## src/rtl/mult_fu.sv

```systemverilog
// Pipelined integer multiplier for the MUL/MULH/MULHSU/MULHU ops. Each stage folds one
// XLEN/NUM_STAGES-bit slice of the multiplier into a 2*XLEN accumulator; the whole pipe stalls on a CDB back-pressure.
package mult_fu_pkg;
  typedef enum logic [1:0] {
    ALU_MUL    = 2'd0,
    ALU_MULH   = 2'd1,
    ALU_MULHSU = 2'd2,
    ALU_MULHU  = 2'd3
  } ALU_FUNC;
endpackage

module mult_fu_stage
  import mult_fu_pkg::*;
#(
  parameter int XLEN           = 32,
  parameter int CW             = 8,
  parameter int IDX            = 0,
  parameter int PREG_IDX_WIDTH = 6
) (
  input  logic                      clock,
  input  logic                      reset,
  input  logic                      i_en,
  input  logic [2*XLEN-1:0]         i_a,
  input  logic [XLEN-1:0]           i_b,
  input  logic [2*XLEN-1:0]         i_acc,
  input  ALU_FUNC                   i_func,
  input  logic [PREG_IDX_WIDTH-1:0] i_tag,
  output logic [2*XLEN-1:0]         o_a,
  output logic [XLEN-1:0]           o_b,
  output logic [2*XLEN-1:0]         o_acc,
  output ALU_FUNC                   o_func,
  output logic [PREG_IDX_WIDTH-1:0] o_tag
);
  logic [2*XLEN-1:0] w_chunk, w_part;

  assign w_chunk = {{(2*XLEN-CW){1'b0}}, i_b[IDX*CW +: CW]};
  assign w_part  = (i_a * w_chunk) << (IDX*CW);

  always_ff @(posedge clock or posedge reset) begin
    if (reset) begin
      o_a    <= '0;
      o_b    <= '0;
      o_acc  <= '0;
      o_func <= ALU_MUL;
      o_tag  <= '0;
    end else if (i_en) begin
      o_a    <= i_a;
      o_b    <= i_b;
      o_acc  <= i_acc + w_part;
      o_func <= i_func;
      o_tag  <= i_tag;
    end
  end
endmodule

module mult_fu
  import mult_fu_pkg::*;
#(
  parameter int NUM_STAGES     = 4,
  parameter int XLEN           = 32,
  parameter int PREG_IDX_WIDTH = 6
) (
  input  logic                      clock,
  input  logic                      reset,
  input  logic                      start,
  input  logic [XLEN-1:0]           opa,
  input  logic [XLEN-1:0]           opb,
  input  ALU_FUNC                   func,
  input  logic [PREG_IDX_WIDTH-1:0] pdest_idx_in,
  input  logic                      squash,
  input  logic                      cdb_grant,
  output logic                      mult_ready,
  output logic                      result_valid,
  output logic [XLEN-1:0]           result,
  output logic [PREG_IDX_WIDTH-1:0] pdest_idx_out
);
  localparam int CW = XLEN / NUM_STAGES;
  localparam int W2 = 2 * XLEN;

  logic [NUM_STAGES:0][W2-1:0]             w_a, w_acc;
  logic [NUM_STAGES:0][XLEN-1:0]           w_b;
  logic [NUM_STAGES:0][PREG_IDX_WIDTH-1:0] w_tag;
  ALU_FUNC                                 w_func [NUM_STAGES+1];
  logic [NUM_STAGES-1:0]                   r_vld;
  logic                                    w_stall, w_adv, w_a_sgn;
  logic                                    w_unused;

  assign w_stall = result_valid && !cdb_grant;
  assign w_adv   = !w_stall;

  assign w_a_sgn   = (func == ALU_MULH) || (func == ALU_MULHSU);
  assign w_a[0]    = w_a_sgn ? {{XLEN{opa[XLEN-1]}}, opa} : {{XLEN{1'b0}}, opa};
  assign w_b[0]    = opb;
  assign w_func[0] = func;
  assign w_tag[0]  = pdest_idx_in;
  // Slices treat opb as unsigned; a negative signed multiplier is corrected up front by -(a << XLEN).
  assign w_acc[0]  = (func == ALU_MULH && opb[XLEN-1]) ?
                     ({W2{1'b0}} - {w_a[0][XLEN-1:0], {XLEN{1'b0}}}) : '0;

  for (genvar g = 0; g < NUM_STAGES; g++) begin : g_stage
    mult_fu_stage #(
      .XLEN(XLEN), .CW(CW), .IDX(g), .PREG_IDX_WIDTH(PREG_IDX_WIDTH)
    ) u_stage (
      .clock (clock),
      .reset (reset),
      .i_en  (w_adv),
      .i_a   (w_a[g]),
      .i_b   (w_b[g]),
      .i_acc (w_acc[g]),
      .i_func(w_func[g]),
      .i_tag (w_tag[g]),
      .o_a   (w_a[g+1]),
      .o_b   (w_b[g+1]),
      .o_acc (w_acc[g+1]),
      .o_func(w_func[g+1]),
      .o_tag (w_tag[g+1])
    );
  end

  always_ff @(posedge clock or posedge reset) begin
    if (reset) begin
      r_vld <= '0;
    end else if (squash) begin
      r_vld <= '0;
    end else if (w_adv) begin
      r_vld[0] <= start;
      for (int i = 1; i < NUM_STAGES; i++) r_vld[i] <= r_vld[i-1];
    end
  end

  assign result_valid  = r_vld[NUM_STAGES-1];
  assign mult_ready    = !w_stall;
  assign result        = (w_func[NUM_STAGES] == ALU_MUL) ? w_acc[NUM_STAGES][XLEN-1:0]
                                                         : w_acc[NUM_STAGES][W2-1:XLEN];
  assign pdest_idx_out = w_tag[NUM_STAGES];
  assign w_unused      = ^{w_a[NUM_STAGES], w_b[NUM_STAGES]};
endmodule
```

## config.mk

```make
export PLATFORM = sky130hd
export DESIGN_NAME = mult_fu
export DESIGN_NICKNAME = d
export VERILOG_FILES = /design/src/rtl/mult_fu.sv
export SDC_FILE = /design/constraint.sdc
export NUM_CORES = 2
export LEC_CHECK = 0
export CAP_MARGIN = 5
export CORE_ASPECT_RATIO = 1.75
export CORE_UTILIZATION = 30
export CTS_BUF_LIST = sky130_fd_sc_hd__clkbuf_8
export DETAILED_ROUTE_END_ITERATION = 6
export GPL_TIMING_DRIVEN = 1
export HOLD_SLACK_MARGIN = 0.02
export SLEW_MARGIN = 20
export SYNTH_ARGS = -nofsm -noshare
export SYNTH_HDL_FRONTEND = slang
export SYNTH_SLANG_ARGS = --single-unit
```

## constraint.sdc

```tcl
create_clock -name clock -period 14.1 [get_ports clock]
set_input_delay 2.115 -clock clock [delete_from_list [all_inputs] [get_ports clock]]
set_output_delay 2.115 -clock clock [all_outputs]
set_load 0.01 [all_outputs]
```

==> flow_summary.toml <==
[status]
status = "finished clean"

[worst_setup_path]
rrSetupSlack_ns = 4.78
crit_top_cell = "fa_1"
slowest_stage = "dfrtp_1"
path_max_fanout = 19
critPathArrivalTime_ns = 9.96
crit_path_start = "g_stage[0].u_stage.o_b[11]"
crit_type = "reg2reg"
startpoint_type = "flip-flop"
cpPeakStageDelay_ns = 0.86
timing.rr.start = "g_stage[0].u_stage.o_b[11]"
r2r_end = "g_stage[1].u_stage.o_acc[60]"
endpoint_kind = "flip-flop"
reg2reg_depth = 29
critPathCapture = "g_stage[1].u_stage.o_acc[60]"
worstPathRequired_ns = 14.75

[clocking]
root_buffer = "clkbuf_8"
clk_pin_slew_ns = 0.06
cts_resized = 0
hold_buffers = 0
cts_tree = "yes"
cts_buffer_depth = 3
insertion_delay_ns = 0.77
ctsHtreeMaxLevel = 3
cts_buffers = 75
clock-sinks = 439
post-cts-setup-buffer-count = 0

[layout]
area_delta_synth_final_pct = 8.82
nets = 8543
regArea_mm2 = 0.0110
final_layout_size_suffix_gt1_frac = 0.0348
multi_input_area_mm2 = 0.0468
fill_cells = 21661

[routing]
wire_per_inst_um = 20.4
wl_um = 202000
via_per_inst = 5.00
drc = 0
drtPass1Iterations = 6
antenna_left = 0
vias = 49297
drtIter0Drc = 2430

[run]
maxCapViolCount = 0

[synth]
synthArstFlopShare = 1.00
synth_nets = 8612
ys_ff_latch = 439
synth_edf_count = 0
ys.flop_type = "dfrtp_1"
netlist_area_mm2 = 0.0625
ys_warn_count = 0
synthCells = 7195
yosysUniqueCellTypes = 76
syn_avg_cell_area_um2 = 8.69
ys_seq_area_frac = 0.176

[sta]
rsz0062_at_grt = "no"
fin_skew_ns = 0.0716
finalCriticalPeriod_ns = 9.32
fmax_mhz = 107
setup_violations = 0
hold_viol_final = 0
worstMarginPinSlew_ns = 1.17
maxSlewViolCount = 0
maxSlewHeadroom = 0.221
setup_tns_ns = 0
finalCritPeriodShare = 0.661

[floorplan]
ios = 117
die_area_mm2 = 0.210
die-height_um = 606
start_util = 0.302
rows = 221
core-area_mm2 = 0.207
die_x_um = 347

[global_routing]
grt_pass1_vias = 53853
antenna_found_initial = 2
grt_max_degree = 203
track_usage = 0.194
overflow = 0
grt_pass1_wl_um = 313000

[placement]
hpwlAfterDp_um = 165000
place_congestion = 0.979
io_buffers = 116

[hold_path]
hold_class = "reg2reg"
## Yosys cell counts, drive strengths merged, types with 50 or more instances
| cell | count | area (µm²) |
|---|---|---|
| xor2 | 123 | 1080 |
| o21ai | 229 | 1150 |
| clkbuf | 314 | 1180 |
| and2 | 763 | 4770 |
| fa | 934 | 18700 |
| inv | 920 | 3450 |
| ha | 406 | 5080 |
| dfrtp | 439 | 11000 |
| a21oi | 411 | 2060 |
| nor2 | 288 | 1080 |
| nor3 | 62 | 315 |
| nand3 | 63 | 315 |
| nand2 | 1277 | 4790 |
| xnor2 | 184 | 1620 |
| a21o | 171 | 1280 |
| a211oi | 50 | 375 |
## per-layer routing
metal | track usage | wire (µm)
met4 | 0.172 | 20600
met2 | 0.359 | 105000
met3 | 0.0201 | 6810
met1 | 0.191 | 68700
met5 | 0 | 7
## critical path, delay by kind of cell (launching register included)
| family | cells | cell delay (ns) |
|---|---|---|
| compound gates | 10 | 2.02 |
| buf+inv | 4 | 0.50 |
| simple gates | 7 | 2.13 |
| flops | 1 | 0.86 |
| mux | 1 | 0.17 |
| xor+xnor | 1 | 0.75 |
| fa+ha+maj | 6 | 2.81 |
## logic make-up (layout without fill, tap and decap cells)
logic type	after synthesis	in the layout	share of synthesized area
adder cells (fa/ha/maj)	1340	1340	0.380
AO/OA/AOI/OAI	1142	1142	0.113
flip-flops	439	439	0.176
buffers and inverters	1246	1232	0.0752
XOR/XNOR	307	307	0.0431
other	0	1	0
AND/OR/NAND/NOR	2680	2680	0.205
multiplexers	41	41	0.00727
## worst min-delay path by stage
stage	from	end	slack, ns	depth (start not counted)
6_report	g_stage[2].u_stage.o_acc[13]	g_stage[3].u_stage.o_acc[13]	0.46	2
3_3_place_gp	g_stage[3].u_stage.o_acc[21]	g_stage[3].u_stage.o_acc[21]	0.44	2
5_1_grt	g_stage[2].u_stage.o_acc[1]	g_stage[2].u_stage.o_acc[1]	0.48	2
2_1_floorplan	g_stage[3].u_stage.o_acc[0]	g_stage[3].u_stage.o_acc[0]	0.43	2
3_5_place_dp	g_stage[0].u_stage.o_acc[1]	g_stage[1].u_stage.o_acc[1]	0.45	2
4_1_cts	g_stage[2].u_stage.o_acc[13]	g_stage[3].u_stage.o_acc[13]	0.45	2
## cell type report
type / count / area share
Multi-Input combinational cell: 5510 / 0.689
Sequential cell: 439 / 0.162
Inverter: 920 / 0.0509
Tap cell: 2676 / 0.0492
Timing Repair Buffer: 180 / 0.0247
Clock buffer: 87 / 0.0176
Clock inverter: 45 / 0.00719
Antenna cell: 1 / 0.0000368
## sequential cells by signal, indices dropped and copies added (netlist names)
register and flops:
g_stage.u_stage.o_acc 256, g_stage.u_stage.o_func 8, r_vld 4, g_stage.u_stage.o_b 48, g_stage.u_stage.o_a 99, g_stage.u_stage.o_tag 24
## placed cells by master, fill, tap and decap left out, types with 35 or more instances in the layout
master	netlist	layout
xor2_1	123	123
ha_1	406	406
nand4_1	35	35
fa_1	934	934
nor3_1	61	61
o21bai_1	41	41
clkbuf_8	0	87
nand2b_1	35	35
a211oi_1	50	49
o21a_1	42	42
a21o_1	171	171
nor2_1	288	287
dfrtp_1	439	439
clkdlybuf4s50_1	0	116
and2_1	761	760
xnor2_1	183	183
mux2_2	35	35
buf_4	3	61
a21oi_1	411	411
nand2_1	1277	1277
o21ai_0	229	229
and3_1	35	35
nand3_1	63	63
inv_1	919	935
## per-stage QoR
step / cell area, µm² / hold WS, ns / cells / utilization / setup slack (ns)
4_1_cts: 68000 / 0.455 / 9856 / 0.328 / 4.79
3_3_place_gp: 66300 / 0.444 / 9724 / 0.320 / 4.04
5_1_grt: 68000 / 0.484 / 9858 / 0.328 / 4.32
2_1_floorplan: 62500 / 0.433 / 7195 / - / 5.33
6_report: 68000 / 0.456 / 9858 / 0.328 / 4.78
3_5_place_dp: 66300 / 0.455 / 9724 / 0.320 / 3.97
Power is not shown: default switching activity piles up to over one toggle a cycle in this logic, so the estimate is an artifact.
